<file path="config.mk">
export PLATFORM = sky130hd
export DESIGN_NAME = eth_mii_frame_rx
export DESIGN_NICKNAME = d
export VERILOG_FILES = /design/src/rtl/eth_mii_frame_rx.sv
export SDC_FILE = /design/constraint.sdc
export NUM_CORES = 1
export LEC_CHECK = 0
export CAP_MARGIN = 15
export CORE_ASPECT_RATIO = 1.1
export CORE_MARGIN = 2
export CORE_UTILIZATION = 29
export DETAILED_ROUTE_END_ITERATION = 10
export SETUP_SLACK_MARGIN = 0.15
export SLEW_MARGIN = 20
export SYNTH_ARGS = -nofsm -noshare
export SYNTH_HDL_FRONTEND = slang
export SYNTH_SLANG_ARGS = --single-unit
</file>
<file path="constraint.sdc">
create_clock -name clock -period 3.7 [get_ports clock]
set_clock_uncertainty 0.05 [all_clocks]
set_input_delay 0.74 -clock clock [delete_from_list [all_inputs] [get_ports clock]]
set_output_delay 0.74 -clock clock [all_outputs]
set_load 0.005 [all_outputs]
</file>
<file path="src/rtl/eth_mii_frame_rx.sv">
// MII receive path: preamble/SFD detection, byte assembly, header capture,
// FCS/length/alignment checks and running good/bad frame counters.
//
// state | meaning
// IDLE  | waiting for the first preamble nibble
// PRE   | counting 0x5 preamble nibbles, looking for SFD 0xD
// DATA  | post-SFD nibbles: byte assembly, CRC, header capture
// END   | single cycle: publish status, pulse frame_done, bump counters
// DROP  | malformed start, discard until rx_en falls
module eth_mii_frame_rx #(
    parameter int PREAMBLE_MIN = 8,
    parameter int MIN_LEN      = 64,
    parameter int MAX_LEN      = 1518
) (
    input  logic        clock,
    input  logic        reset_n,
    input  logic        io_rx_ce,
    input  logic        io_rx_en,
    input  logic [3:0]  io_rx_data,
    output logic        io_byte_valid,
    output logic [7:0]  io_byte,
    output logic        io_frame_done,
    output logic        io_frame_ok,
    output logic        io_crc_err,
    output logic        io_len_err,
    output logic        io_align_err,
    output logic [15:0] io_frame_len,
    output logic [47:0] io_da,
    output logic [47:0] io_sa,
    output logic [15:0] io_etype,
    input  logic        io_cnt_clr,
    output logic [47:0] io_good_count,
    output logic [31:0] io_bad_count
);

    localparam logic [31:0] CRC_POLY    = 32'hEDB88320;
    localparam logic [31:0] CRC_INIT    = 32'hFFFFFFFF;
    localparam logic [31:0] CRC_RESIDUE = 32'hDEBB20E3;
    localparam logic [3:0]  PRE_MIN     = 4'(PREAMBLE_MIN);
    localparam logic [15:0] LEN_MIN     = 16'(MIN_LEN);
    localparam logic [15:0] LEN_MAX     = 16'(MAX_LEN);

    typedef enum logic [2:0] {
        S_IDLE,
        S_PRE,
        S_DATA,
        S_END,
        S_DROP
    } state_t;

    state_t r_state;
    state_t w_next;

    logic [3:0]  r_pcnt;
    logic [31:0] r_crc;
    logic [3:0]  r_low;
    logic        r_half;
    logic [15:0] r_byte_cnt;
    logic [47:0] r_da_sh;
    logic [47:0] r_sa_sh;
    logic [15:0] r_et_sh;

    logic        r_byte_valid;
    logic [7:0]  r_byte;
    logic        r_done;
    logic        r_ok;
    logic        r_crc_err;
    logic        r_len_err;
    logic        r_align_err;
    logic [15:0] r_len;
    logic [47:0] r_da;
    logic [47:0] r_sa;
    logic [15:0] r_etype;
    logic [47:0] r_good_cnt;
    logic [31:0] r_bad_cnt;

    logic        w_data_nib;
    logic        w_sfd_hit;
    logic [31:0] w_crc_next;
    logic        w_crc_err;
    logic        w_len_err;
    logic        w_align_err;
    logic        w_ok;

    // Reflected CRC-32 advanced by one nibble, LSB first.
    function automatic logic [31:0] crc_nib(input logic [31:0] c, input logic [3:0] d);
        logic [31:0] v;
        v = c ^ {28'd0, d};
        for (int k = 0; k < 4; k++) begin
            v = v[0] ? ((v >> 1) ^ CRC_POLY) : (v >> 1);
        end
        return v;
    endfunction

    always_ff @(posedge clock or negedge reset_n) begin
        if (!reset_n) begin
            r_state <= S_IDLE;
        end else begin
            r_state <= w_next;
        end
    end

    always_comb begin
        w_next = r_state;
        case (r_state)
            S_IDLE: begin
                if (io_rx_ce && io_rx_en) begin
                    w_next = (io_rx_data == 4'h5) ? S_PRE : S_DROP;
                end
            end
            S_PRE: begin
                if (io_rx_ce) begin
                    if (!io_rx_en) begin
                        w_next = S_IDLE;
                    end else if (io_rx_data == 4'h5) begin
                        w_next = S_PRE;
                    end else if (io_rx_data == 4'hD && r_pcnt >= PRE_MIN) begin
                        w_next = S_DATA;
                    end else begin
                        w_next = S_DROP;
                    end
                end
            end
            S_DATA: begin
                if (io_rx_ce && !io_rx_en) begin
                    w_next = S_END;
                end
            end
            S_END: begin
                w_next = S_IDLE;
            end
            S_DROP: begin
                if (io_rx_ce && !io_rx_en) begin
                    w_next = S_IDLE;
                end
            end
            default: begin
                w_next = S_IDLE;
            end
        endcase
    end

    assign w_data_nib  = io_rx_ce && io_rx_en && (r_state == S_DATA);
    assign w_sfd_hit   = (r_state == S_PRE) && (w_next == S_DATA);
    assign w_crc_next  = crc_nib(r_crc, io_rx_data);
    assign w_crc_err   = (r_crc != CRC_RESIDUE);
    assign w_len_err   = (r_byte_cnt < LEN_MIN) || (r_byte_cnt > LEN_MAX);
    assign w_align_err = r_half;
    assign w_ok        = !(w_crc_err || w_len_err || w_align_err);

    always_ff @(posedge clock or negedge reset_n) begin
        if (!reset_n) begin
            r_pcnt       <= '0;
            r_crc        <= CRC_INIT;
            r_low        <= '0;
            r_half       <= 1'b0;
            r_byte_cnt   <= '0;
            r_da_sh      <= '0;
            r_sa_sh      <= '0;
            r_et_sh      <= '0;
            r_byte_valid <= 1'b0;
            r_byte       <= '0;
        end else begin
            r_byte_valid <= 1'b0;
            if (io_rx_ce && io_rx_en && io_rx_data == 4'h5) begin
                if (r_state == S_IDLE) begin
                    r_pcnt <= 4'd1;
                end else if (r_state == S_PRE && r_pcnt != 4'hF) begin
                    r_pcnt <= r_pcnt + 4'd1;
                end
            end
            if (w_sfd_hit) begin
                r_crc      <= CRC_INIT;
                r_half     <= 1'b0;
                r_byte_cnt <= '0;
                r_da_sh    <= '0;
                r_sa_sh    <= '0;
                r_et_sh    <= '0;
            end
            if (w_data_nib) begin
                r_crc <= w_crc_next;
                if (!r_half) begin
                    r_low  <= io_rx_data;
                    r_half <= 1'b1;
                end else begin
                    r_half       <= 1'b0;
                    r_byte       <= {io_rx_data, r_low};
                    r_byte_valid <= 1'b1;
                    if (r_byte_cnt != 16'hFFFF) begin
                        r_byte_cnt <= r_byte_cnt + 16'd1;
                    end
                    // Shift-in keeps the first header byte in the top bits.
                    if (r_byte_cnt < 16'd6) begin
                        r_da_sh <= {r_da_sh[39:0], io_rx_data, r_low};
                    end else if (r_byte_cnt < 16'd12) begin
                        r_sa_sh <= {r_sa_sh[39:0], io_rx_data, r_low};
                    end else if (r_byte_cnt < 16'd14) begin
                        r_et_sh <= {r_et_sh[7:0], io_rx_data, r_low};
                    end
                end
            end
        end
    end

    always_ff @(posedge clock or negedge reset_n) begin
        if (!reset_n) begin
            r_done      <= 1'b0;
            r_ok        <= 1'b0;
            r_crc_err   <= 1'b0;
            r_len_err   <= 1'b0;
            r_align_err <= 1'b0;
            r_len       <= '0;
            r_da        <= '0;
            r_sa        <= '0;
            r_etype     <= '0;
        end else begin
            r_done <= 1'b0;
            if (r_state == S_END) begin
                r_done      <= 1'b1;
                r_ok        <= w_ok;
                r_crc_err   <= w_crc_err;
                r_len_err   <= w_len_err;
                r_align_err <= w_align_err;
                r_len       <= r_byte_cnt;
                r_da        <= r_da_sh;
                r_sa        <= r_sa_sh;
                r_etype     <= r_et_sh;
            end
        end
    end

    // Clear wins over the increment of a frame ending on the same cycle.
    always_ff @(posedge clock or negedge reset_n) begin
        if (!reset_n) begin
            r_good_cnt <= '0;
            r_bad_cnt  <= '0;
        end else if (io_cnt_clr) begin
            r_good_cnt <= '0;
            r_bad_cnt  <= '0;
        end else if (r_state == S_END) begin
            if (w_ok) begin
                r_good_cnt <= r_good_cnt + 48'd1;
            end else begin
                r_bad_cnt <= r_bad_cnt + 32'd1;
            end
        end
    end

    assign io_byte_valid = r_byte_valid;
    assign io_byte       = r_byte;
    assign io_frame_done = r_done;
    assign io_frame_ok   = r_ok;
    assign io_crc_err    = r_crc_err;
    assign io_len_err    = r_len_err;
    assign io_align_err  = r_align_err;
    assign io_frame_len  = r_len;
    assign io_da         = r_da;
    assign io_sa         = r_sa;
    assign io_etype      = r_etype;
    assign io_good_count = r_good_cnt;
    assign io_bad_count  = r_bad_cnt;

endmodule

</file>
==> results.json <==
{
  "start_util_pct": 29.28,
  "dp_hpwl_um": 34750,
  "synth.yosys.warnings": 0,
  "reg2reg_depth": 7,
  "die-area_um2": 62190,
  "async_flop_share_pct": 100.0,
  "avgSynthCellArea_um2": 9.056,
  "fin_cells": 2942,
  "num_rows": 94,
  "hold_viol_final": 0,
  "dr.first_iter.drc_count": 951,
  "hp-class": "in2async",
  "cts_max_path_buffers": 3,
  "end_kind": "flip-flop",
  "finalCriticalPeriod_ns": 3.218,
  "setup_ws_ns": 0.4818,
  "dp_slack_ns": 0.2665,
  "vdd_drop_max_v": 0.0003279,
  "r2r_end": "io_good_count[33]$_DFFE_PN0P_",
  "grt_pass1_vias": 14358,
  "fp.dieH_um": 261.4,
  "clk_pin_slew_worst_paths_ns": 0.06,
  "drcViolationCount": 0,
  "gr-usage-met3_pct": 3.700,
  "die_w_um": 238.0,
  "grt_pass1_wl_um": 82390,
  "slew_headroom_pct": 32.22,
  "critPathKind": "reg2reg",
  "rsz0062_at_grt": "false",
  "clkLatencyLatePin_ns": 0.59,
  "synth-seq-cells": 394,
  "synthFlopType": "dfrtp_1",
  "place_inst": 2855,
  "overflow": 0,
  "antenna_found_initial": 0,
  "num_vias": 14789,
  "cp_data_required_time_ns": 4.15,
  "cts_setup_buffers": 0,
  "worst_setup_path_start_kind": "flip-flop",
  "setup-tns-final_ns": 0,
  "cts_sinks": 394,
  "gp_congestion": 0.8491,
  "grt_usage_pct": 16.55,
  "pin_count": 231,
  "p_leak_nw": 9.668,
  "firstDrtPassIters": 5,
  "cts_tree": "yes",
  "via_per_inst": 5.027,
  "h-tree-depth": 2,
  "cts_made_buffers": 47,
  "setup_violations": 0,
  "syn_area_um2": 17460,
  "place_area_um2": 20750,
  "design_area_um2": 22230,
  "holdWs_ns": 0.2076,
  "reg2reg_setup_slack_ns": 0.48,
  "drv_slew": 0,
  "fin_crit_sh_pct": 86.98,
  "portBuffers": 230,
  "fillCellCount": 5941,
  "core-area_um2": 59630,
  "crit_fanout": 12,
  "synthCells": 1928,
  "max_freq_mhz": 310.7,
  "final_cell_mix": "nand2_1 (677), dfrtp_1 (362), clkdlybuf4s50_1 (228)",
  "grt_max_degree": 119,
  "busiest_layer": "met2",
  "worstMarginPinSlew_ns": 1.017,
  "synth_edf_count": 0,
  "layout.nets": 2150,
  "cp.arrival_ns": 3.66,
  "yosysSeqAreaShare_pct": 56.70,
  "final-seq-area_um2": 9899,
  "ctsResizeCount": 0,
  "drtAntennaViolNets": 0,
  "powerDensity_nw_per_um2": 469.3,
  "grt_use_met1_pct": 22.49,
  "r2r_start": "r_byte_cnt[14]$_DFF_PN0_",
  "layout_commonest_cell": "nand2_1",
  "syn-num-nets": 1942,
  "multi_input_area_um2": 7007,
  "max_cap_viol_count": 0,
  "n_antenna_cell": 0,
  "wl_um": 51920,
  "syn_to_final_growth_pct": 27.31,
  "wl_per_cell_um": 17.65,
  "status": "finished clean",
  "ys_types": 60,
  "ctsRootBufferMaster": "clkbuf_16",
  "hold_buffers": 0,
  "drive_gt1_share_pct": 8.556,
  "use_met2_pct": 26.66
}
==> synth_stat cells, types with 3 or more instances <==
cell       instances  area, um2
nor2b_1            3      18.77
nand4_1           33      206.5
nor3_1            40      200.2
a21oi_1          107      535.5
o2111ai_1          3      26.28
buf_1              3      11.26
o21a_1            10      75.07
nand2_1          677       2541
buf_2             15      75.07
ha_1               5      62.56
nor4_1            10      62.56
or3_1             27      168.9
o211ai_1           4      30.03
o21ai_1           43      215.2
o31ai_1           46      345.3
nor4bb_1           7      70.07
clkbuf_1          93      349.1
a31oi_1            5      31.28
nand3_1           43      215.2
dfstp_2           32      840.8
o21ai_0          127      635.6
buf_4             10      75.07
xor2_1            21      183.9
and4b_1            3      30.03
mux2_2            10      112.6
xnor2_1           18      157.7
nor2_1            32      120.1
and3_1            20      125.1
and2_1            12      75.07
o2111a_1           3      33.78
and4_1            12      105.1
or2_2              5      31.28
inv_1             14      52.55
dfrtp_1          362       9059
or4_1             41      307.8
==> kinds of logic (layout without fill, tap and decap cells) <==
logic type | Yosys count | in the layout | share of synthesized area (%)
AND/OR/NAND/NOR | 978 | 978 | 25.18
flip-flops | 394 | 394 | 56.70
AO/OA/AOI/OAI | 363 | 363 | 11.81
buffers and inverters | 138 | 384 | 3.296
XOR/XNOR | 39 | 39 | 1.956
multiplexers | 11 | 11 | 0.7023
adder cells (fa/ha/maj) | 5 | 5 | 0.3583
==> metrics by stage <==
| step | utilization (%) | power (W) |
|---|---|---|
| after floorplan | - | 0.005568 |
| after global placement | 34.80 | 0.006030 |
| after detailed placement | 34.80 | 0.006051 |
| after CTS | 37.28 | 0.01061 |
| after global routing | 37.28 | 0.01089 |
| final | 37.28 | 0.01043 |
==> worst max-delay path by stage <==
stage,start,to,slack [ns],depth (start not counted)
after global placement,io_rx_en,r_sa_sh[25]$_DFF_PN0_,0.34,8
after CTS,r_byte_cnt[14]$_DFF_PN0_,io_good_count[25]$_DFFE_PN0P_,0.56,7
after global routing,r_byte_cnt[14]$_DFF_PN0_,io_good_count[25]$_DFFE_PN0P_,0.23,7
after floorplan,r_state[0]$_DFF_PN0_,r_sa_sh[24]$_DFF_PN0_,1.14,10
after detailed placement,io_rx_en,r_sa_sh[27]$_DFF_PN0_,0.27,8
final,r_byte_cnt[14]$_DFF_PN0_,io_good_count[33]$_DFFE_PN0P_,0.48,7
==> registers in the layout, summed over array words and instances (netlist names) <==
signal / count
r_half: 1
io_frame_done: 1
io_byte: 8
io_frame_len: 16
io_crc_err: 1
r_byte_cnt: 16
io_etype: 16
io_byte_valid: 1
io_frame_ok: 1
r_state: 3
r_crc: 32
io_len_err: 1
io_good_count: 48
io_da: 48
r_pcnt: 4
io_bad_count: 32
r_da_sh: 48
io_sa: 48
r_low: 4
io_align_err: 1
r_et_sh: 16
r_sa_sh: 48
==> area by class of cell <==
cell class                      count  area share, %
Inverter                           16         0.2814
Multi-Input combinational cell   1396          31.52
Clock buffer                       69          6.068
Tap cell                          768          4.323
Timing Repair Buffer              281          12.70
Clock inverter                     18         0.5741
Sequential cell                   394          44.53
==> power breakdown <==
| group | leakage, nW | internal, W | switching [W] |
|---|---|---|---|
| clock network | 0.726 | 0.00255 | 0.00191 |
| logic | 3.59 | 0.000484 | 0.000569 |
| registers | 5.35 | 0.00464 | 0.000290 |
| total | 9.67 | 0.00767 | 0.00277 |
==> per-layer routing <==
layer / part of all wire [%] / vias to the layer above
li1: - / 7013
met3: 6.9 / 70
met2: 47 / 411
met5: 0 / -
met1: 44 / 7295
met4: 2.2 / 0
==> worst max-delay path, stage by stage (launching register included) <==
cell and delay [ns]:
dfrtp_1 0.46, nor4_1 0.55, nand2_1 0.15, a21oi_2 0.45
buf_4 0.26, o2111ai_1 0.48, or4_1 0.58, a21oi_1 0.15
No activity file was read; power rests on OpenSTA's default activity.
